## config.mk

```make
export PLATFORM = sky130hd
export DESIGN_NAME = display_arbiter
export DESIGN_NICKNAME = d
export VERILOG_FILES = /design/src/rtl/alu_disp_pkg.sv /design/src/rtl/rr_pick.sv /design/src/rtl/display_arbiter.sv
export SDC_FILE = /design/constraint.sdc
export NUM_CORES = 1
export LEC_CHECK = 0
export ABC_AREA = 1
export CAP_MARGIN = 40
export CELL_PAD_IN_SITES_DETAIL_PLACEMENT = 1
export CELL_PAD_IN_SITES_GLOBAL_PLACEMENT = 2
export CORE_UTILIZATION = 24
export DETAILED_ROUTE_END_ITERATION = 8
export PLACE_DENSITY = 0.9
export SETUP_SLACK_MARGIN = 0.05
export SLEW_MARGIN = 20
export SYNTH_ARGS = -nofsm -noshare
export SYNTH_HDL_FRONTEND = slang
export SYNTH_HIERARCHICAL = 1
export SYNTH_SLANG_ARGS = --single-unit
```

## constraint.sdc

```tcl
create_clock -name clk -period 4 [get_ports clk]
set_input_delay 0.8 -clock clk [delete_from_list [all_inputs] [get_ports clk]]
set_output_delay 0.8 -clock clk [all_outputs]
set_load 0.05 [all_outputs]
```

## src/rtl/alu_disp_pkg.sv

```systemverilog
// alu_disp_pkg: shared types and defaults for the display arbiter.
package alu_disp_pkg;
   typedef enum logic [1:0] {IDLE, LOAD, HOLD} disp_arb_state_t;
   localparam int DISP_DATA_W = 32;
   localparam int DISP_DWELL_DEFAULT = 50_000_000;
endpackage

```

## src/rtl/rr_pick.sv

```systemverilog
// rr_pick: combinational round-robin selector, searching upward from ptr+1 with wrap.
module rr_pick #(
   parameter int NUM_REQ = 4,
   parameter int PW = (NUM_REQ > 1) ? $clog2(NUM_REQ) : 1
) (
   input  logic [NUM_REQ-1:0] req,
   input  logic [PW-1:0]      ptr,
   output logic [PW-1:0]      winner,
   output logic               any_req
);
   logic [PW-1:0] w_idx;
   // Walk from the farthest offset down so the nearest set request wins last.
   always_comb begin
      winner  = '0;
      any_req = 1'b0;
      w_idx   = '0;
      for (int i = NUM_REQ; i >= 1; i--) begin
         w_idx = PW'((int'(ptr) + i) % NUM_REQ);
         if (req[w_idx]) begin
            winner  = w_idx;
            any_req = 1'b1;
         end
      end
   end
endmodule

```

## src/rtl/display_arbiter.sv

```systemverilog
// display_arbiter: round-robin owner of the seven-segment display with a minimum dwell per value.
module display_arbiter
   import alu_disp_pkg::*;
#(
   parameter int NUM_REQ      = 4,
   parameter int DATA_W       = DISP_DATA_W,
   parameter int DWELL_CYCLES = DISP_DWELL_DEFAULT,
   parameter int PW           = (NUM_REQ > 1) ? $clog2(NUM_REQ) : 1
) (
   input  logic                      clk,
   input  logic                      rst_n,
   input  logic [NUM_REQ-1:0]        req,
   input  logic [NUM_REQ*DATA_W-1:0] req_data,
   output logic [NUM_REQ-1:0]        grant,
   output logic [DATA_W-1:0]         disp_number,
   output logic                      disp_load,
   output logic [PW-1:0]             owner,
   output logic                      owner_valid,
   output logic                      holding
);
   localparam int CW = $clog2(DWELL_CYCLES + 1);
   disp_arb_state_t r_state, w_next;
   logic [CW-1:0]      r_cnt;
   logic [PW-1:0]      r_ptr, w_win;
   logic               w_any, w_last, w_cap;
   logic [NUM_REQ-1:0] r_grant;
   logic [DATA_W-1:0]  r_number;
   logic [PW-1:0]      r_owner;
   logic               r_load, r_valid, r_holding;

   rr_pick #(.NUM_REQ(NUM_REQ), .PW(PW)) u_pick (
      .req     (req),
      .ptr     (r_ptr),
      .winner  (w_win),
      .any_req (w_any)
   );

   // Requests are only sampled in IDLE or on the final dwell cycle.
   always_comb begin
      w_next = r_state;
      w_last = (r_state == HOLD) && (r_cnt == CW'(DWELL_CYCLES - 1));
      w_cap  = w_any && ((r_state == IDLE) || w_last);
      w_next = w_cap ? LOAD : (r_state == LOAD) ? HOLD : w_last ? IDLE : r_state;
   end

   always_ff @(posedge clk or negedge rst_n) begin
      if (!rst_n) r_state <= IDLE;
      else        r_state <= w_next;
   end

   always_ff @(posedge clk or negedge rst_n) begin
      if (!rst_n) begin
         r_grant   <= '0;
         r_number  <= '0;
         r_load    <= 1'b0;
         r_owner   <= '0;
         r_valid   <= 1'b0;
         r_holding <= 1'b0;
         r_cnt     <= '0;
         r_ptr     <= PW'(NUM_REQ - 1);
      end else begin
         r_grant   <= w_cap ? (NUM_REQ'(1) << w_win) : '0;
         r_load    <= w_cap;
         r_holding <= (w_next == HOLD);
         r_cnt     <= (r_state == HOLD) ? r_cnt + CW'(1) : '0;
         if (w_cap) begin
            r_number <= req_data[w_win*DATA_W +: DATA_W];
            r_owner  <= w_win;
            r_ptr    <= w_win;
            r_valid  <= 1'b1;
         end
      end
   end

   assign grant       = r_grant;
   assign disp_number = r_number;
   assign disp_load   = r_load;
   assign owner       = r_owner;
   assign owner_valid = r_valid;
   assign holding     = r_holding;
endmodule

```

==> results of run 1 <==
## metrics by stage
stage	worst slack [ps]	cells	power (W)	utilization	instance area, um^2
after floorplan	1777	626	0.0008290	-	4289
after global placement	889.4	998	0.001005	0.3564	6186
after detailed placement	847.2	999	0.001009	0.3576	6206
after CTS	1194	1015	0.001798	0.3738	6487
after global routing	1002	1015	0.001851	0.3738	6487
final	1179	1015	0.001774	0.3738	6487
## worst reg2reg max path, delay by kind of cell, from the launching register on
kind | cells | cell delay, ps
DFF | 1 | 690
buffers and inverters | 1 | 500
AOI/OAI and AO/OA | 3 | 590
and+or+nand+nor | 9 | 720
## synth_stat cells
library cell	count
a21o_1	3
a22oi_1	1
inv_1	38
clkbuf_1	23
xnor2_1	2
nand3_1	49
o22ai_1	32
dfrtp_1	69
and2_4	1
nor3_1	7
nor2_2	3
inv_2	2
ha_1	1
nand3b_1	1
nand4_1	2
dfstp_2	2
o21ai_0	70
a21oi_1	10
inv_8	1
nor2_4	2
nand2_2	7
a311oi_1	1
nor2_1	121
xor2_1	1
nand2_1	163
nand2_4	2
buf_4	3
buf_2	2
buf_1	1
o21ai_2	1
buf_6	5
## cells by family (layout without fill, tap and decap cells)
| family | after synthesis | in the layout |
|---|---|---|
| buf+inv | 75 | 239 |
| fa+ha+maj | 1 | 1 |
| simple gates | 358 | 358 |
| xor+xnor | 3 | 3 |
| compound gates | 118 | 118 |
| flops | 71 | 71 |
## layer usage
layer	share of wire	global-route usage	vias up
met2	0.48	0.3095	123
li1	-	-	2349
met3	0.077	0.06285	14
met4	0.017	0.06742	0
met5	0	0	-
met1	0.42	0.2110	2204
## power groups by stage
| stage | clock, W | sequential [W] | combinational (W) |
|---|---|---|---|
| after floorplan | 0 | 0.000732 | 0.0000974 |
| after global placement | 0 | 0.000731 | 0.000274 |
| after detailed placement | 0 | 0.000731 | 0.000277 |
| after CTS | 0.000801 | 0.000718 | 0.000279 |
| after global routing | 0.000831 | 0.000718 | 0.000303 |
| final | 0.000781 | 0.000719 | 0.000274 |
## layout make-up
| cell class | instances | area share |
|---|---|---|
| well taps | 225 | 0.04339 |
| multi-input cells | 480 | 0.3348 |
| repair buffers | 182 | 0.2793 |
| inverters | 41 | 0.02488 |
| flip-flops and latches | 71 | 0.2743 |
| clock buffers | 16 | 0.04339 |
## sequential cells by signal, indices dropped and copies added (netlist names)
register / count
owner_valid: 1
owner: 2
holding: 1
disp_load: 1
disp_number: 32
r_cnt: 26
grant: 4
r_state: 2
r_ptr: 2
## worst min path at each step
| stage | from | endpoint | slack (ps) | cells after the start |
|---|---|---|---|---|
| 6_report | rst_n | grant[0] | 440 | 1 |
| 5_1_grt | rst_n | grant[0] | 480 | 1 |
| 4_1_cts | rst_n | r_cnt[15] | 460 | 1 |
| 3_5_place_dp | owner_valid | owner_valid | 460 | 2 |
| 3_3_place_gp | disp_number[6] | disp_number[6] | 450 | 2 |
| 2_1_floorplan | r_cnt[0] | r_cnt[0] | 430 | 1 |
==> impl_metrics.json, run 1 <==
{
  "status": "finished clean",
  "peakVddDrop_mv": 0.2005,
  "cts_buffer_depth": 2,
  "leakage_nw": 2.901,
  "r2r-end": "disp_number[24]",
  "core-area_mm2": 0.01736,
  "clk_root_buffer_cell": "clkbuf_16",
  "worstSetupStartpoint": "req[3]",
  "final_antenna_net_count": 0,
  "syn_area_mm2": 0.004289,
  "tightestPinTransition_ps": 640.5,
  "ff2ff_path_depth": 13,
  "power_density_mw_per_mm2": 273.4,
  "synth_simple_gate_area_frac": 0.3457,
  "clkPwrFrac": 0.440,
  "drv_cap": 0,
  "die_height_um": 135.7,
  "most-common-layout-cells": "clkdlybuf4s50_1, nand2_1, nor2_1, o21ai_0, dfrtp_1",
  "via_per_inst": 4.621,
  "synth-adder-area-share": 0.002917,
  "grt_max_degree": 67,
  "first_pass_iters": 4,
  "yosysWarnings": 6,
  "dpl.hpwl_um": 11620,
  "gp_congestion": 0.8181,
  "initial_core_util": 0.2471,
  "path_class": "in2reg",
  "register_area_mm2": 0.001779,
  "p_int_w": 0.001348,
  "period_needed_ps": 2821,
  "holdWs_ps": 440.4,
  "synth_top_area_cell": "dfrtp_1",
  "grt_usage": 0.1826,
  "worstPathCellList": "clkdlybuf4s50_1, inv_1, nand2_1, nand2_1, and2_4, nor2_2, nand3_1, nand2_2, buf_4, o21ai_0, o22ai_1, nand3_1, nand2_1",
  "rows": 48,
  "ys_ff_latch": 71,
  "wl_um": 15870,
  "cp_slowest_cell": "clkdlybuf4s50_1",
  "cts_resized": 0,
  "multi_input_area_mm2": 0.002172,
  "synthMuxAreaShare": 0,
  "synthTopCellsByArea": "dfrtp_1, nand2_1, nor2_1",
  "seqPwrFrac": 0.405,
  "grt_pass1_wl_um": 25810,
  "cp_common_cell": "nand2_1",
  "drc": 0,
  "path_max_fanout": 66,
  "seq_area_frac_synth": 0.4148,
  "synth_xor_xnor_area_share": 0.006126,
  "setup_violations": 0,
  "ios": 175,
  "cp.depth": 13,
  "slew_violations": 0,
  "port_buffers": 174,
  "synth.top_cell.area_share": 0.4026,
  "nNetsFinal": 920,
  "synthCells": 626,
  "drtIter0Drc": 155,
  "syn_to_final_growth_pct": 51.25,
  "cts_setup_buffers": 0,
  "synth_compound_area_frac": 0.1511,
  "endpoint": "disp_number[24]",
  "die_area_mm2": 0.01841,
  "cp_num_buf_inv": 3,
  "wire_per_inst_um": 15.63,
  "rrSetupSlack_ps": 1450,
  "grt_pass1_vias": 5023,
  "worstPathArrival_ps": 3100,
  "tns_ps": 0,
  "max_freq_ghz": 0.3545,
  "cts_hold_buf": 0,
  "synth.distinct_cells": 31,
  "fillCellCount": 2133,
  "critPathTopFamily": "buffers and inverters",
  "synth.avg_cell_area_um2": 6.852,
  "grt_antenna_before_repair": 0,
  "min_period_over_period": 0.7052,
  "slowest_delay_ps": 500,
  "worstReg2RegStart": "r_ptr[0]",
  "switching_share": 0.2403,
  "worstSkewPairLatency_ps": 340,
  "skew_ps": 5.962,
  "clock-sinks": 71,
  "power.switching_w": 0.0004262,
  "num_vias": 4690,
  "cts.clk_slew.worst_paths_ps": 60,
  "cts-htree-levels": 3,
  "die_x_um": 135.7,
  "synth_nets": 761,
  "cts_inserted_buffers": 9,
  "hp-class": "in2async",
  "cts_tree": "yes",
  "synth_top_family_by_area": "simple AND/OR/NAND/NOR gates",
  "layout.cells.most_common": "clkdlybuf4s50_1",
  "hold_viol_final": 0,
  "layout-drive-gt1-share": 0.05570,
  "endpoint_kind": "flip-flop",
  "rsz0062_at_grt": "false",
  "crit_path_start_kind": "input pin",
  "grt-ovfl-total": 0,
  "required_ps": 4270,
  "power_frac_comb": 0.155,
  "antenna_cells": 0,
  "relSlewSlack": 0.5730
}
No activity file was read; power rests on OpenSTA's default activity.
==> run 2, diff against run 1 <==
--- a/config.mk
+++ b/config.mk
@@ -9,9 +9,9 @@
 export CAP_MARGIN = 40
 export CELL_PAD_IN_SITES_DETAIL_PLACEMENT = 1
 export CELL_PAD_IN_SITES_GLOBAL_PLACEMENT = 2
-export CORE_UTILIZATION = 24
+export CORE_UTILIZATION = 22
 export DETAILED_ROUTE_END_ITERATION = 8
-export PLACE_DENSITY = 0.9
+export PLACE_DENSITY = 0.84
 export SETUP_SLACK_MARGIN = 0.05
 export SLEW_MARGIN = 20
 export SYNTH_ARGS = -nofsm -noshare
==> constraint.sdc (replaced) <==
create_clock -name clk -period 2.9 [get_ports clk]
set_input_delay 0.58 -clock clk [delete_from_list [all_inputs] [get_ports clk]]
set_output_delay 0.58 -clock clk [all_outputs]
set_load 0.05 [all_outputs]
==> run 2 against run 1 <==
Via count rose by 1.1%; flip-flop and latch count did not move; first-iteration DRC count fell by 23%; largest cell class unchanged; highest routed layer is now met5.
==> impl_metrics.json, run 2 (synthesis gave the netlist of run 1 again) <==
{
  "worstSkewPairLatency_ps": 340,
  "path_max_fanout": 25,
  "stdcell_area_mm2": 0.006648,
  "crit_path_start_kind": "input pin",
  "drv_cap": 0,
  "cts_inserted_buffers": 9,
  "power_density_mw_per_mm2": 384.9,
  "final_antenna_net_count": 0,
  "cts_hold_buf": 0,
  "cts.clk_slew.worst_paths_ps": 60,
  "drtIter0Drc": 119,
  "status": "finished clean",
  "hp-class": "in2async",
  "clock-sinks": 71,
  "switching_share": 0.2361,
  "num_vias": 4743,
  "wl_um": 16860,
  "port_buffers": 174,
  "ios": 175,
  "skew_ps": 7.941,
  "peakVddDrop_mv": 0.2675,
  "nNetsFinal": 925,
  "cts_buffer_depth": 2,
  "die_x_um": 141.6,
  "worstPathArrival_ps": 2580,
  "dpl.hpwl_um": 12760,
  "syn_to_final_growth_pct": 54.99,
  "period_needed_ps": 2300,
  "power_frac_comb": 0.155,
  "cp_common_cell": "nand2_1",
  "wire_per_inst_um": 15.98,
  "grt_max_degree": 43,
  "drc": 0,
  "initial_core_util": 0.2270,
  "min_period_over_period": 0.7930,
  "p_int_w": 0.001955,
  "hold_viol_final": 0,
  "seqPwrFrac": 0.387,
  "rrSetupSlack_ps": 610,
  "grt_antenna_before_repair": 1,
  "largest_reg_flops": 32,
  "grt-ovfl-total": 0,
  "die_height_um": 141.6,
  "grt_pass1_wl_um": 27080,
  "first_pass_iters": 4,
  "rows": 50,
  "layout-drive-gt1-share": 0.06541,
  "endpoint_kind": "flip-flop",
  "place_area_mm2": 0.006337,
  "power.switching_w": 0.0006040,
  "gp_congestion": 0.8143,
  "tightestPinTransition_ps": 607.5,
  "slew_violations": 0,
  "cts_tree": "yes",
  "required_ps": 3180,
  "via_per_inst": 4.496,
  "tns_ps": 0,
  "layout.cells.most_common": "clkdlybuf4s50_1",
  "die_area_mm2": 0.02006,
  "relSlewSlack": 0.5937,
  "most-common-layout-cells": "clkdlybuf4s50_1, nand2_1, nor2_1, o21ai_0, dfrtp_1",
  "core-area_mm2": 0.01889,
  "cts_setup_buffers": 0,
  "slowest_delay_ps": 450,
  "rsz0062_at_grt": "false",
  "antenna_cells": 0,
  "cts-htree-levels": 3,
  "cts_resized": 0,
  "holdWs_ps": 240.1,
  "cp_num_buf_inv": 3,
  "cp_slowest_cell": "clkdlybuf4s50_1",
  "grt_pass1_vias": 5080,
  "path_class": "in2reg",
  "critPathTopFamily": "buffers and inverters",
  "clk_root_buffer_cell": "clkbuf_16",
  "max_freq_ghz": 0.4348,
  "clkPwrFrac": 0.458,
  "worstPathCellList": "clkdlybuf4s50_1, inv_1, o21ai_2, nand2_1, nand2_1, nand2_1, nand2_1, nand2_1, nand2_2, buf_4, o21ai_0, o22ai_1, nand3_1, nand2_1",
  "grt_usage": 0.1769,
  "setup_violations": 0,
  "power_w": 0.002559,
  "leakage_nw": 2.961
}
## run 2: metrics by stage
step	instances	util	worst slack, ps
CTS	1055	0.3519	566.1
global placement	1039	0.3354	290.2
detailed placement	1039	0.3354	216.0
global route	1055	0.3519	371.7
finish	1055	0.3519	600.2
floorplan	626	-	837.4
## run 2: final timing paths
path	from	end	depth (start not counted)
min	rst_n	r_cnt[19]	1
max reg2reg	r_ptr[0]	disp_number[28]	13
min reg2reg	disp_number[11]	disp_number[11]	2
max	req[1]	disp_number[28]	14
max in group asynchronous	rst_n	r_cnt[2]	2
min in group clk	disp_number[11]	disp_number[11]	2
## run 2: routing by layer
layer,track usage,part of all wire,vias up
li1,-,-,2362
met1,0.2034,0.43,2236
met2,0.2966,0.47,126
met3,0.07796,0.089,17
met4,0.04980,0.014,2
met5,0,0.00095,-
## run 2: power groups by stage
stage                     logic, W  clock network (W)  registers [W]
after floorplan           0.000134                  0        0.00101
after global placement    0.000401                  0        0.00101
after detailed placement  0.000402                  0        0.00101
after CTS                 0.000404            0.00121       0.000991
after global routing      0.000438            0.00125       0.000990
final                     0.000396            0.00117       0.000991
## run 2: area by class of cell
class | count | area, um^2
fill | 2382 | 12250
multi-input combinational | 480 | 2172
timing repair buffer | 187 | 1899
sequential | 71 | 1779
tap | 260 | 325.3
clock buffer | 13 | 270.3
inverter | 41 | 161.4
clock inverter | 3 | 40.04
